<file path="src/rtl/traffic_sequencer.sv">
// ---------------------------------------------------------------------------
// traffic_sequencer
//
// Two-road intersection controller with a pedestrian crossing phase.
// Main road rests green until the side road or a pedestrian needs service;
// the pedestrian phase takes precedence over the side-road green when both
// are waiting. All outputs are decoded from registered state (Moore).
//
// Parameters
//   GREEN_CYC  : minimum main green / exact side green dwell (1..255)
//   YELLOW_CYC : yellow dwell (1..255)
//   ALLRED_CYC : all-red clearance dwell (1..255)
//   WALK_CYC   : pedestrian walk dwell (1..255)
//
// Ports
//   clk        : clock, all state changes on rising edge
//   rst        : synchronous active-high reset
//   side_req   : side-road vehicle sensor (level)
//   ped_req    : pedestrian button; any high cycle outside WALK is latched
//   main_light : main lamp, RED=000 GREEN=001 YELLOW=010
//   side_light : side lamp, same encoding
//   walk       : pedestrian walk indication
//   ped_ack    : single-cycle pulse on the first cycle of WALK
// ---------------------------------------------------------------------------
module traffic_sequencer #(
    parameter int unsigned GREEN_CYC  = 8,
    parameter int unsigned YELLOW_CYC = 3,
    parameter int unsigned ALLRED_CYC = 2,
    parameter int unsigned WALK_CYC   = 6
) (
    input  logic       clk,
    input  logic       rst,
    input  logic       side_req,
    input  logic       ped_req,
    output logic [2:0] main_light,
    output logic [2:0] side_light,
    output logic       walk,
    output logic       ped_ack
);

    localparam logic [2:0] LAMP_RED    = 3'b000;
    localparam logic [2:0] LAMP_GREEN  = 3'b001;
    localparam logic [2:0] LAMP_YELLOW = 3'b010;

    // Terminal counts: the last cycle spent in each phase.
    localparam logic [7:0] GREEN_LAST  = 8'(GREEN_CYC - 1);
    localparam logic [7:0] YELLOW_LAST = 8'(YELLOW_CYC - 1);
    localparam logic [7:0] ALLRED_LAST = 8'(ALLRED_CYC - 1);
    localparam logic [7:0] WALK_LAST   = 8'(WALK_CYC - 1);

    typedef enum logic [2:0] {
        M_GRN = 3'd0,
        M_YEL = 3'd1,
        AR_A  = 3'd2,
        WALK  = 3'd3,
        S_GRN = 3'd4,
        S_YEL = 3'd5,
        AR_B  = 3'd6
    } state_e;

    state_e     state_q,       state_d;
    logic [7:0] cnt_q,         cnt_d;
    logic       ped_pending_q, ped_pending_d;
    logic       svc;

    // -----------------------------------------------------------------------
    // Next-state, dwell counter and pedestrian latch
    // -----------------------------------------------------------------------
    always_comb begin
        state_d       = state_q;
        cnt_d         = cnt_q;
        ped_pending_d = ped_pending_q;
        svc           = ped_pending_q | ped_req | side_req;

        case (state_q)
            M_GRN: begin
                if ((cnt_q >= GREEN_LAST) && svc) begin
                    state_d = M_YEL;
                end
            end
            M_YEL: begin
                if (cnt_q == YELLOW_LAST) begin
                    state_d = AR_A;
                end
            end
            AR_A: begin
                if (cnt_q == ALLRED_LAST) begin
                    state_d = ped_pending_q ? WALK : S_GRN;
                end
            end
            WALK: begin
                // Always return through AR_B to main green; side waits for
                // the next main-green exit.
                if (cnt_q == WALK_LAST) begin
                    state_d = AR_B;
                end
            end
            S_GRN: begin
                if (cnt_q == GREEN_LAST) begin
                    state_d = S_YEL;
                end
            end
            S_YEL: begin
                if (cnt_q == YELLOW_LAST) begin
                    state_d = AR_B;
                end
            end
            AR_B: begin
                if (cnt_q == ALLRED_LAST) begin
                    state_d = M_GRN;
                end
            end
            default: begin
                // Unused encoding: recover to main green.
                state_d = M_GRN;
            end
        endcase

        // Counter restarts on every state change; main green holds at its
        // terminal count so it can rest there indefinitely.
        if (state_d != state_q) begin
            cnt_d = '0;
        end else if ((state_q == M_GRN) && (cnt_q >= GREEN_LAST)) begin
            cnt_d = GREEN_LAST;
        end else begin
            cnt_d = cnt_q + 8'd1;
        end

        // Entering WALK serves the request; clearing wins over a press that
        // lands on that same cycle. Presses during WALK are ignored.
        if ((state_d == WALK) && (state_q != WALK)) begin
            ped_pending_d = 1'b0;
        end else if (ped_req && (state_q != WALK)) begin
            ped_pending_d = 1'b1;
        end
    end

    // -----------------------------------------------------------------------
    // State registers
    // -----------------------------------------------------------------------
    always_ff @(posedge clk) begin
        if (rst) begin
            state_q       <= M_GRN;
            cnt_q         <= '0;
            ped_pending_q <= 1'b0;
        end else begin
            state_q       <= state_d;
            cnt_q         <= cnt_d;
            ped_pending_q <= ped_pending_d;
        end
    end

    // -----------------------------------------------------------------------
    // Moore output decode
    // -----------------------------------------------------------------------
    always_comb begin
        main_light = LAMP_RED;
        side_light = LAMP_RED;
        walk       = 1'b0;
        ped_ack    = 1'b0;

        case (state_q)
            M_GRN: main_light = LAMP_GREEN;
            M_YEL: main_light = LAMP_YELLOW;
            S_GRN: side_light = LAMP_GREEN;
            S_YEL: side_light = LAMP_YELLOW;
            WALK: begin
                walk    = 1'b1;
                // cnt is zero only on the entry cycle of WALK.
                ped_ack = (cnt_q == 8'd0);
            end
            default: begin
                main_light = LAMP_RED;
                side_light = LAMP_RED;
            end
        endcase
    end

endmodule
</file>
<file path="config.mk">
export PLATFORM = sky130hd
export DESIGN_NAME = traffic_sequencer
export DESIGN_NICKNAME = d
export VERILOG_FILES = /design/src/rtl/traffic_sequencer.sv
export SDC_FILE = /design/constraint.sdc
export NUM_CORES = 1
export LEC_CHECK = 0
export ABC_AREA = 1
export CORE_MARGIN = 3
export CORE_UTILIZATION = 50
export DETAILED_ROUTE_END_ITERATION = 7
export HOLD_SLACK_MARGIN = 0.12
export PLACE_DENSITY = 0.75
export SYNTH_ARGS = -nofsm -noshare
export SYNTH_HDL_FRONTEND = slang
export SYNTH_SLANG_ARGS = --single-unit
</file>
<file path="constraint.sdc">
create_clock -name clk -period 1.7 [get_ports clk]
set_input_delay 0.255 -clock clk [delete_from_list [all_inputs] [get_ports clk]]
set_output_delay 0.255 -clock clk [all_outputs]
set_load 0.05 [all_outputs]
</file>
==> impl_summary.txt, run 1 <==
----------------------------------------------------
[CTS]
  Total number of clock tree sinks ... 12
  Num CTS Buffers ... 3
  Largest buffer count on any clock path ... 2
  H-tree depth reported by CTS ... 1
  Clock Root Buffer ... clkbuf_4
  Number of hold-repair buffers added at the cts stage ... 0
  Clock latency on the worst-skew pair ... 270 ps
  Clock-pin transition on the worst setup and hold timing paths ... 70 ps
  CTS tree ... yes

[Synthesis]
  Total standard cell area after synthesis ... 778.2 sq um
  FFs w/ async S/R, synth ... 0%
  Per-instance average area after synthesis ... 6.327 sq um
  Number of unique standard cell types used by synthesis ... 20
  Flip-flop and latch count after synthesis ... 12
  Library cell with the highest instance count after synthesis ... nor2_1
  Count of synthesis-stage warnings from yosys ... 0
  Most area-hungry cell type in the Yosys netlist ... dfxtp_1
  Yosys top cell area share ... 30.87%
  Sequential fraction of the synthesis area ... 30.87%
  Instance count of the mapped netlist ... 123
  Post-synth EDFFs ... 0
  Most used standard cells in the synthesized netlist ... nor2_1, inv_1, nand2_1, dfxtp_1, nand3_1
  Largest cells by area after synthesis ... dfxtp_1, nor2_1, inv_1, nand2_1, nand3_1
  Top flip-flop cell by instance count after synthesis ... dfxtp_1

[Finish]
  Diode insertion count for antenna repair ... 0
  Signed area change from the synthesized netlist to the final layout ... 40.03%
  Fraction of layout instances using a drive strength above 1 ... 30.43%
  Final standard cell count with taps included and fillers excluded ... 153
  Number of filler cells placed in the layout ... 102
  Net count reported at finish ... 148
  Cell area after layout ... 1090 sq um

[Die]
  Std-Cell Rows ... 13
  Die Footprint ... 2066 sq um
  Initial standard-cell utilization of the core ... 56.29%
  Die width ... 45.45 um
  Area of the placeable core ... 1383 sq um
  Ports ... 12
  Die extent in y ... 45.45 um

[Route]
  DRC violation count after routing ... 0
  Remaining number of nets flagged by the antenna check after routing ... 0
  Number of DRC violations after detailed-routing iteration 0 ... 42
  Routed wire length per instance ... 13.41 um
  Via density per instance ... 5.484
  Detailed-router iteration count before antenna repair ... 5
  Total vias in the final route ... 839
  Total Wirelength ... 2.052 mm

[Power and ir drop]
  Leakage power ... 0.5158 nW
  Worst vdd ir ... 0.4104 mV
  Pwr Total ... 0.5990 mW
  Pwr per Cell Area ... 549.6 nW/um^2

[Hold path]
  Type of the worst min-delay path ... flip-flop to flip-flop

[Placed design]
  Detailed-placement wirelength estimate ... 1.514 mm
  Cell count after placement ... 147
  Global placement routability congestion ... 0.9070
  Port buffer count ... 9
  Post-place setup slack ... 66.62 ps
  Cell area after placement ... 962.2 sq um

[Critical path]
  Critical path class ... flip-flop to output pin
  End point of the critical path ... ped_ack
  Flop-to-flop setup slack ... 70 ps
  Maximum fanout encountered on the critical timing path ... 6
  Critical Path Start Type ... flip-flop
  RR Startpoint ... cnt_q[1]$_SDFF_PP0_
  Arrival time of the worst setup path ... 1380 ps
  Reg-to-reg critical path endpoint ... cnt_q[4]$_SDFF_PP0_
  Endpoint class of the critical path ... output pin
  Required time at the worst-slack endpoint ... 1440 ps
  Launch point of the worst path ... cnt_q[2]$_SDFF_PP0_
  Number of cells on the worst reg-to-reg path ... 10

[Global routing]
  Global Route met1 Usage ... 27.40%
  Number of antenna violations at the first check in global routing ... 0
  Grt peak-use layer ... met2
  Via count of the first global-routing pass ... 728
  Met3 usage in global routing ... 5.929%
  Maximum number of pins on one net before global-route repair ... 7
  Wire length of the first global-routing pass ... 3.153 mm
  Gr ovfl total ... 0
  Global routing usage on met2 ... 34.54%
  Total global routing track utilization ... 21.39%

[STA]
  Ratio of final minimum period to clock period ... 96.46%
  Setup TNS ... 0 ps
  Max Slew Vio Count ... 0
  Final count of negative-setup-slack endpoints ... 0
  Final critical path time including I/O delays and setup ... 1640 ps
  Largest clock skew in the final design ... 4.368 ps
  Worst setup margin ... 60.15 ps
  Final hold vios ... 0
  Top achievable clock speed ... 609.8 MHz

[Status]
  Result of the run ... completed

[Run]
  Count of maximum capacitance violations ... 0

----------------------------------------------------
-- critical path, stage by stage, from the launching register on --
cell     delay, ps
dfxtp_1        380
nor2_2         170
inv_1           70
nor2_2         150
and3_4         210
buf_12         130
-- metrics by stage --
step,util (%),hold WS (ps)
2_1_floorplan,-,327.2
3_3_place_gp,69.59,524.0
3_5_place_dp,69.59,514.0
4_1_cts,71.31,535.4
5_1_grt,78.82,553.9
6_report,78.82,515.2
-- power breakdown --
| part | internal [mW] | switching [mW] |
|---|---|---|
| sequential | 0.294 | 0.0195 |
| clock | 0.0819 | 0.0844 |
| combinational | 0.0463 | 0.0728 |
-- sequential cells by signal, indices dropped and copies added (netlist names) --
name,cells
cnt_q,8
state_q,3
ped_pending_q,1
-- cells in the final DEF, fill, tap and decap left out, types with 3 or more instances in the layout --
cell type and count:
nor2_2 8, nand3_1 11, xor2_1 4, buf_12 6
inv_2 3, dfxtp_2 3, clkdlybuf4s50_1 3, nor2_1 22
inv_1 20, nand2_1 16, clkbuf_4 3, dfxtp_1 7
nand4_1 3, buf_4 4
-- area by class of cell --
class                   instances  area (sq um)  area share, %
clock buffers                   3         22.52          2.067
inverters                      23         86.33          7.922
multi-input cells              87         530.5          48.68
flip-flops and latches         12         251.5          23.08
well taps                      15         18.77          1.722
repair buffers                 13         180.2          16.53
-- worst min-delay path by stage --
stage                        start  cells past startpoint  slack [ps]               endpoint
2_1_floorplan                  rst                      1         330  state_q[0]$_SDFF_PP0_
3_3_place_gp   cnt_q[7]$_SDFF_PP0_                      2         520    cnt_q[7]$_SDFF_PP0_
3_5_place_dp   cnt_q[7]$_SDFF_PP0_                      2         510    cnt_q[7]$_SDFF_PP0_
4_1_cts        cnt_q[7]$_SDFF_PP0_                      2         540    cnt_q[7]$_SDFF_PP0_
5_1_grt                        rst                      2         550  state_q[0]$_SDFF_PP0_
6_report       cnt_q[7]$_SDFF_PP0_                      2         520    cnt_q[7]$_SDFF_PP0_
-- routing by layer --
metal / up-vias / wire (um)
met5: - / 0
met4: 0 / 45
met3: 10 / 125
met2: 42 / 1031
met1: 380 / 850
li1: 407 / -
-- timing repair --
item	CTS	global route
gates resized for setup	1	27
endpoints found under the setup margin	3	11
buffers inserted	0	3
pin swaps	0	11
-- cells by family after synthesis --
kind of cell	after synthesis	share of synthesized area (%)
other	1	0.4819
XOR/XNOR	5	5.627
flip-flops	12	30.87
AND/OR/NAND/NOR	72	40.52
adder cells (fa/ha/maj)	4	6.431
AO/OA/AOI/OAI	4	3.054
buffers and inverters	25	13.02
Power figures use the tool's default switching activity.
==> inputs of run 2 (changes only) <==
--- a/config.mk
+++ b/config.mk
@@ -14,3 +14,4 @@
 export SYNTH_ARGS = -nofsm -noshare
 export SYNTH_HDL_FRONTEND = slang
 export SYNTH_SLANG_ARGS = --single-unit
+export TNS_END_PERCENT = 50
==> results of run 2 <==
Same layout as run 1: the final DEF is identical, and so are final timing and power.
==> inputs of run 3 (changes only) <==
--- a/config.mk
+++ b/config.mk
@@ -6,10 +6,11 @@
 export NUM_CORES = 1
 export LEC_CHECK = 0
 export ABC_AREA = 1
+export CAP_MARGIN = 0
 export CORE_MARGIN = 3
 export CORE_UTILIZATION = 50
+export CTS_CLUSTER_DIAMETER = 150
 export DETAILED_ROUTE_END_ITERATION = 7
-export HOLD_SLACK_MARGIN = 0.12
 export PLACE_DENSITY = 0.75
 export SYNTH_ARGS = -nofsm -noshare
 export SYNTH_HDL_FRONTEND = slang
==> results of run 3 <==
Same layout as run 1: the final DEF is identical, and so are final timing and power.
